File: config.mk
export PLATFORM = sky130hd
export DESIGN_NAME = encoder_velocity_sampler_flat
export DESIGN_NICKNAME = d
export VERILOG_FILES = /design/src/rtl/encoder_velocity_sampler_if.sv /design/src/rtl/encoder_velocity_sampler.sv /design/src/flat_wrapper.sv
export SDC_FILE = /design/constraint.sdc
export NUM_CORES = 1
export LEC_CHECK = 0
export BUFFER_PORTS_ARGS = -buffer_cell sky130_fd_sc_hd__buf_2
export CELL_PAD_IN_SITES_DETAIL_PLACEMENT = 0
export CELL_PAD_IN_SITES_GLOBAL_PLACEMENT = 2
export CORE_UTILIZATION = 39
export CTS_CLUSTER_SIZE = 28
export DETAILED_ROUTE_END_ITERATION = 10
export GPL_ROUTABILITY_DRIVEN = 0
export PLACE_DENSITY_LB_ADDON = 0.1
export SKIP_LAST_GASP = 1
export SLEW_MARGIN = 10
export SYNTH_ARGS = -nofsm -noshare
export SYNTH_HDL_FRONTEND = slang
export SYNTH_SLANG_ARGS = --single-unit
File: constraint.sdc
create_clock -name clk -period 2.4 [get_ports clk]
set_input_delay 0.12 -clock clk [delete_from_list [all_inputs] [get_ports clk]]
set_output_delay 0.12 -clock clk [all_outputs]
set_load 0.05 [all_outputs]
File: src/rtl/encoder_velocity_sampler_if.sv
// Host-side readout bus of the encoder velocity sampler.
// The host (master) selects a channel, holds the bank with lock and clears overrun.
// The sampler (slave) returns committed deltas and status.
interface encoder_velocity_sampler_if #(
    parameter int COUNT_WIDTH = 15,
    parameter int ADDR_WIDTH  = 3
);
    logic                   lock;
    logic [ADDR_WIDTH-1:0]  rd_addr;
    logic [COUNT_WIDTH-1:0] rd_data;
    logic                   sample_valid;
    logic [7:0]             sample_seq;
    logic                   busy;
    logic                   overrun;
    logic                   ovr_clr;

    modport master (
        output lock, rd_addr, ovr_clr,
        input  rd_data, sample_valid, sample_seq, busy, overrun
    );

    modport slave (
        input  lock, rd_addr, ovr_clr,
        output rd_data, sample_valid, sample_seq, busy, overrun
    );
endinterface

File: src/rtl/encoder_velocity_sampler.sv
// Periodic encoder sampler: every SAMPLE_PERIOD clocks it sweeps all channels,
// one per clock, computing the signed delta since the previous sweep, and then
// commits the full set to a readout bank once the host is not holding lock.
module encoder_velocity_sampler #(
    parameter int NUM_MOTORS    = 5,
    parameter int COUNT_WIDTH   = 15,
    parameter int SAMPLE_PERIOD = 18432,
    parameter int ADDR_WIDTH    = 3
) (
    input  logic                              clk,
    input  logic                              reset_n,
    input  logic                              enable,
    input  logic [NUM_MOTORS*COUNT_WIDTH-1:0] enc_count,
    encoder_velocity_sampler_if.slave         host
);
    localparam int CH_W  = (NUM_MOTORS > 1) ? $clog2(NUM_MOTORS) : 1;
    localparam int TMR_W = $clog2(SAMPLE_PERIOD);

    typedef enum logic [1:0] {IDLE, CAPTURE, COMMIT} state_t;

    state_t                 state;
    state_t                 state_next;
    logic [TMR_W-1:0]       timer;
    logic                   tick;
    logic [CH_W-1:0]        ch;
    logic                   last_ch;
    logic                   capture_en;
    logic                   commit_en;
    logic                   busy;
    logic [COUNT_WIDTH-1:0] prev   [NUM_MOTORS];
    logic [COUNT_WIDTH-1:0] shadow [NUM_MOTORS];
    logic [COUNT_WIDTH-1:0] bank   [NUM_MOTORS];
    logic [COUNT_WIDTH-1:0] rd_sel;
    logic [COUNT_WIDTH-1:0] rd_data_q;
    logic                   sample_valid_q;
    logic [7:0]             seq_q;
    logic                   overrun_q;

    // Ticks are gated by enable so dropping enable can never start a sweep.
    assign tick    = enable && (timer == TMR_W'(SAMPLE_PERIOD - 1));
    assign last_ch = (ch == CH_W'(NUM_MOTORS - 1));
    assign busy    = (state != IDLE);

    // Sample timer: free-running 0..SAMPLE_PERIOD-1, parked at 0 while disabled.
    // NOTE: all state uses non-blocking assignment so every register samples
    // pre-edge values and the result does not depend on process ordering.
    always_ff @(posedge clk or negedge reset_n) begin
        if (!reset_n)    timer <= '0;
        else if (!enable || tick) timer <= '0;
        else             timer <= timer + 1'b1;
    end

    // FSM state register.
    always_ff @(posedge clk or negedge reset_n) begin
        if (!reset_n) state <= IDLE;
        else          state <= state_next;
    end

    // FSM next state and per-state strobes.
    // NOTE: every signal written here gets a default first, otherwise a path
    // that skips an assignment would infer a latch.
    always_comb begin
        state_next = state;
        capture_en = 1'b0;
        commit_en  = 1'b0;
        case (state)
            IDLE: begin
                if (tick) state_next = CAPTURE;
            end
            CAPTURE: begin
                capture_en = 1'b1;
                if (last_ch) state_next = COMMIT;
            end
            COMMIT: begin
                if (!host.lock) begin
                    commit_en  = 1'b1;
                    state_next = IDLE;
                end
            end
            default: state_next = IDLE;
        endcase
    end

    // Sweep channel index; returns to 0 after the last channel.
    always_ff @(posedge clk or negedge reset_n) begin
        if (!reset_n)        ch <= '0;
        else if (capture_en) ch <= last_ch ? '0 : ch + 1'b1;
    end

    // Per-channel delta capture into the shadow set, remembering the raw count.
    // NOTE: the arrays are reset because a reset must restart delta tracking
    // from zero and must not leave a half-swept set visible.
    always_ff @(posedge clk or negedge reset_n) begin
        if (!reset_n) begin
            for (int i = 0; i < NUM_MOTORS; i++) begin
                prev[i]   <= '0;
                shadow[i] <= '0;
            end
        end else if (capture_en) begin
            for (int i = 0; i < NUM_MOTORS; i++) begin
                if (ch == CH_W'(i)) begin
                    shadow[i] <= enc_count[i*COUNT_WIDTH +: COUNT_WIDTH] - prev[i];
                    prev[i]   <= enc_count[i*COUNT_WIDTH +: COUNT_WIDTH];
                end
            end
        end
    end

    // Atomic commit of the whole shadow set into the readout bank.
    always_ff @(posedge clk or negedge reset_n) begin
        if (!reset_n) begin
            for (int i = 0; i < NUM_MOTORS; i++) bank[i] <= '0;
        end else if (commit_en) begin
            for (int i = 0; i < NUM_MOTORS; i++) bank[i] <= shadow[i];
        end
    end

    // Commit pulse and sequence counter.
    always_ff @(posedge clk or negedge reset_n) begin
        if (!reset_n) begin
            sample_valid_q <= 1'b0;
            seq_q          <= '0;
        end else begin
            sample_valid_q <= commit_en;
            if (commit_en) seq_q <= seq_q + 8'd1;
        end
    end

    // Sticky overrun: a tick arriving mid-sweep is dropped; set beats clear.
    always_ff @(posedge clk or negedge reset_n) begin
        if (!reset_n)                overrun_q <= 1'b0;
        else if (tick && busy)       overrun_q <= 1'b1;
        else if (host.ovr_clr)       overrun_q <= 1'b0;
    end

    // Readout mux; unmapped addresses read as zero.
    always_comb begin
        rd_sel = '0;
        for (int i = 0; i < NUM_MOTORS; i++) begin
            if (host.rd_addr == ADDR_WIDTH'(i)) rd_sel = bank[i];
        end
    end

    // Registered readout, one clock behind rd_addr.
    always_ff @(posedge clk or negedge reset_n) begin
        if (!reset_n) rd_data_q <= '0;
        else          rd_data_q <= rd_sel;
    end

    assign host.rd_data      = rd_data_q;
    assign host.sample_valid = sample_valid_q;
    assign host.sample_seq   = seq_q;
    assign host.busy         = busy;
    assign host.overrun      = overrun_q;
endmodule

File: src/flat_wrapper.sv
// flat-port wrapper written by rule: the top's interface ports become plain ports
module encoder_velocity_sampler_flat 
#(
    parameter int NUM_MOTORS    = 5,
    parameter int COUNT_WIDTH   = 15,
    parameter int SAMPLE_PERIOD = 18432,
    parameter int ADDR_WIDTH    = 3
)
  (clk, reset_n, enable, enc_count, host_lock, host_rd_addr, host_ovr_clr, host_rd_data, host_sample_valid, host_sample_seq, host_busy, host_overrun);
  encoder_velocity_sampler_if #(.COUNT_WIDTH(COUNT_WIDTH), .ADDR_WIDTH(ADDR_WIDTH)) host_i ();
  input  logic clk;
  input  logic reset_n;
  input  logic enable;
  input  logic [NUM_MOTORS*COUNT_WIDTH-1:0] enc_count;
  input wire logic [$bits(host_i.lock)-1:0] host_lock;
  input wire logic [$bits(host_i.rd_addr)-1:0] host_rd_addr;
  input wire logic [$bits(host_i.ovr_clr)-1:0] host_ovr_clr;
  output wire logic [$bits(host_i.rd_data)-1:0] host_rd_data;
  output wire logic [$bits(host_i.sample_valid)-1:0] host_sample_valid;
  output wire logic [$bits(host_i.sample_seq)-1:0] host_sample_seq;
  output wire logic [$bits(host_i.busy)-1:0] host_busy;
  output wire logic [$bits(host_i.overrun)-1:0] host_overrun;
  assign host_i.lock = host_lock;
  assign host_i.rd_addr = host_rd_addr;
  assign host_i.ovr_clr = host_ovr_clr;
  assign host_rd_data = host_i.rd_data;
  assign host_sample_valid = host_i.sample_valid;
  assign host_sample_seq = host_i.sample_seq;
  assign host_busy = host_i.busy;
  assign host_overrun = host_i.overrun;
  encoder_velocity_sampler #(.NUM_MOTORS(NUM_MOTORS), .COUNT_WIDTH(COUNT_WIDTH), .SAMPLE_PERIOD(SAMPLE_PERIOD), .ADDR_WIDTH(ADDR_WIDTH)) u_core (.clk(clk), .reset_n(reset_n), .enable(enable), .enc_count(enc_count), .host(host_i));
endmodule
==> flow_metrics.py <==
metrics = {
    "clock_tree": {
        "path_clk_slew_ns": 0.06,
        "insertion_delay_ns": 0.53,
        "cts.sinks": 270,
        "cts_tree": "done",
        "numCtsBuffers": 34,
        "cts_setup_buffers": 0,
        "root_buffer": "clkbuf_16",
        "clk_path_buf_depth": 3,
        "cts_max_level": 2,
    },
    "detailed_routing": {
        "drtIter0Drc": 492,
        "drtAntennaViolNets": 0,
        "routedWlPerCell_um": 16.1,
        "drt-total-wl_um": 33500,
        "drtPass1Iterations": 7,
        "route.detailed.drc": 30,
        "num_vias": 10500,
        "vias_per_cell": 5.04,
    },
    "sta": {
        "rsz0062_at_grt": "false",
        "hold_viol_final": 0,
        "skew_ns": 0.0217,
        "tightestPinTransition_ns": 0.664,
        "fmax_mhz": 463,
        "report.final.slew_viol_count": 0,
        "fin_crit_ns": 2.16,
        "relSlewSlack": 0.558,
        "fin_crit_sh": 0.900,
        "final.setup.tns_ns": 0,
        "setup_violations": 0,
    },
    "logic_synthesis": {
        "yosysWarnings": 0,
        "avgSynthCellArea_um2": 10.1,
        "synth-main-ff-cell": "dfrtp_1",
        "ys_types": 64,
        "synth_edf_count": 0,
        "netlist_area_mm2": 0.0141,
        "syn_nets": 1565,
        "ys_seq_area_frac": 0.478,
        "yosys.area.top_type_share": 0.478,
        "ys_ff_latch": 270,
        "synthCells": 1400,
        "ys_async_sr_fraction": 1.00,
        "synth_area_leaders": "dfrtp_1 48%, mux2_2 7.2%, ha_1 6.8%, o21ai_0 5.0%, nand2_1 4.4%",
        "yosys.area.top_type": "dfrtp_1",
    },
    "power": {
        "power_density_mw_per_mm2": 615,
        "p_comb_frac": 0.070,
        "power.net_switching_w": 0.00242,
        "internal-power_w": 0.00821,
        "vdd_ir_drop_max_uv": 429,
        "swShare": 0.228,
        "p_seq_frac": 0.433,
        "p_clk_frac": 0.497,
        "p_leak_nw": 8.47,
        "finalPower_w": 0.0106,
    },
    "layout": {
        "drive_gt1_frac": 0.188,
        "area_growth_pct": 22.2,
        "fillers": 3407,
        "multi_input_area_mm2": 0.00679,
        "final_nets": 1760,
        "seq_area_mm2": 0.00676,
        "utilization": 0.485,
        "final_cell_area_mm2": 0.0173,
    },
    "floorplanning": {
        "die_height_um": 192,
        "num_rows": 69,
        "die_w_um": 192,
        "start_util": 0.397,
        "core-area_mm2": 0.0357,
        "design.die.area_mm2": 0.0370,
        "io_pins": 109,
    },
    "worst_setup_path": {
        "critPathArrivalTime_ns": 2.56,
        "slowest_delay_ns": 0.41,
        "r2r_cells": 8,
        "cp-end-kind": "flop",
        "crit_chain": "ha_1 > fa_1 > nor2b_1 > o31a_1 > o21ai_1 > o211ai_1 > nor4_1 > a211o_1",
        "critPathLaunchType": "flop",
        "slowest_stage": "fa_1",
        "cp.required_ns": 2.80,
        "crit_fanout": 3,
        "path_class": "reg -> reg",
    },
    "global_routing": {
        "antenna_found_initial": 1,
        "grt_pass1_vias": 10200,
        "grt_max_degree": 59,
        "grt_use_met2": 0.292,
        "grt_util_met3": 0.0275,
        "grt_util_all_layers": 0.186,
        "busiest_layer": "met2",
        "grt_overflow_total": 0,
        "grt_pass1_wl_um": 54500,
        "grt_use_met1": 0.266,
    },
    "placed_design": {
        "dp_hpwl_um": 24500,
        "placed_area_mm2": 0.0153,
        "port_buffers": 108,
    },
    "hold_path": {
        "min_path_type": "in -> reg",
        "hold_depth": 3,
    },
    "flow_run": {
        "drv_cap": 0,
    },
    "status": {
        "outcome": "complete, but fails checks",
        "violations": "DRC",
    },
}
## layout by cell type, fill, tap and decap left out, types with 5 or more instances in the layout
master         instances
a211oi_1              14
a21o_1                23
a21oi_1               56
a22oi_1               10
and2_1                 5
and3_1                15
buf_12                 7
buf_2                107
buf_4                 24
clkbuf_1               7
clkbuf_16             35
clkbuf_8               6
clkinv_2               6
dfrtp_1              270
dlygate4sd3_1         79
fa_1                   5
ha_1                  77
inv_1                 94
mux2_2                91
mux2i_1               15
mux4_2                 6
nand2_1              163
nand2b_1               9
nand3_1               30
nand4_1               18
nor2_1                71
nor2b_1               13
nor3_1                22
o211ai_1               8
o21a_1                24
o21ai_0              140
o21ai_1                6
o22ai_1               15
o31a_1                11
o31ai_1               10
or3_1                  5
xnor2_1               25
xor2_1                31
## final cells by class
class | instances | area share
flip-flops and latches | 270 | 0.391
well taps | 461 | 0.0334
diodes | 1 | 0.000145
inverters | 94 | 0.0204
multi-input cells | 977 | 0.393
clock buffers | 48 | 0.0569
clock inverters | 12 | 0.00962
repair buffers | 218 | 0.0961
## what timing repair did
| item | 4_1_cts | 5_1_grt |
|---|---|---|
| setup endpoints to repair | 0 | 2 |
| resized for setup | 0 | 2 |
| hold buffers | 79 | 0 |
| endpoints found under the hold margin | 181 | 0 |
## state kept, by name, summed over array words and instances (netlist names)
name and flops:
u_core.prev 75, u_core.timer 15, u_core.bank 75, u_core.host.sample_seq 8
u_core.ch 3, u_core.host.sample_valid 1, u_core.shadow 75, u_core.host.overrun 1
u_core.state 2, u_core.host.rd_data 15
## worst max-delay path, delay by kind of cell, from the launching register on
kind                       cells  cell delay (ns)
DFF                            1             0.37
and+or+nand+nor                2             0.24
AOI/OAI and AO/OA              4             0.83
adders and majority gates      2             0.61
## cells by family (layout without fill, tap and decap cells)
group | Yosys count | count (layout) | share of synthesized area
xor gates and xnor gates | 56 | 56 | 0.0347
adders and majority gates | 82 | 82 | 0.0752
muxes | 112 | 112 | 0.0926
buffers and inverters | 153 | 372 | 0.0434
and+or+nand+nor | 370 | 370 | 0.119
AOI/OAI and AO/OA | 357 | 357 | 0.158
DFF | 270 | 270 | 0.478
other | 0 | 1 | 0
## final timing paths
kind / slack [ns] / start / end
max: 0.24 / u_core.prev[15] / u_core.shadow[29]
min: 0.05 / host_rd_addr[2] / u_core.host.rd_data[12]
max reg2reg: 0.24 / u_core.prev[15] / u_core.shadow[29]
min reg2reg: 0.47 / u_core.host.sample_seq[7] / u_core.host.sample_seq[7]
max in group asynchronous: 1.48 / reset_n / u_core.shadow[66]
min in group asynchronous: 0.15 / reset_n / u_core.prev[73]
## cells in the mapped netlist (3+ instances only)
library cell	n
nor2_1	72
o22ai_1	15
a21o_1	23
nor3_1	22
o21a_1	24
nand2_1	164
xor2_1	31
o31ai_1	10
a21boi_0	3
and2_1	5
o211ai_1	8
o21ai_0	140
inv_1	94
o2111ai_1	4
a211o_1	3
o31a_1	11
and3_1	15
ha_1	77
a211oi_1	15
dfrtp_1	270
buf_2	25
nor4_1	3
a31oi_1	4
o21ai_1	6
nand4_1	18
a22oi_1	10
or2_2	3
nor2b_1	13
nand3_1	30
mux4_2	6
xnor2_1	25
clkbuf_1	30
nand2b_1	9
a21oi_1	56
mux2i_1	15
mux2_2	91
fa_1	5
or3_1	5
nor3b_1	4
o311ai_0	3
## power by group through the flow
stage | combinational (W) | sequential (W) | clock, W
3_3_place_gp | 0.000658 | 0.00469 | 0
4_1_cts | 0.000760 | 0.00461 | 0.00545
2_1_floorplan | 0.000360 | 0.00468 | 0
3_5_place_dp | 0.000658 | 0.00469 | 0
5_1_grt | 0.000843 | 0.00461 | 0.00564
6_report | 0.000745 | 0.00461 | 0.00528
## routing by layer
metal,up-vias,wire length (µm)
li1,5340,-
met1,4955,16700
met2,150,15100
met3,42,1080
met4,0,698
met5,-,0
## through the flow
stage	hold slack [ns]	setup slack (ns)	std cells
2_1_floorplan	-0.176	0.417	1400
3_3_place_gp	0.106	0.246	1941
3_5_place_dp	0.115	0.227	1941
4_1_cts	0.0123	0.219	2080
5_1_grt	0.0717	0.0559	2080
6_report	0.0452	0.241	2081
(Power assumes the default switching activity.)
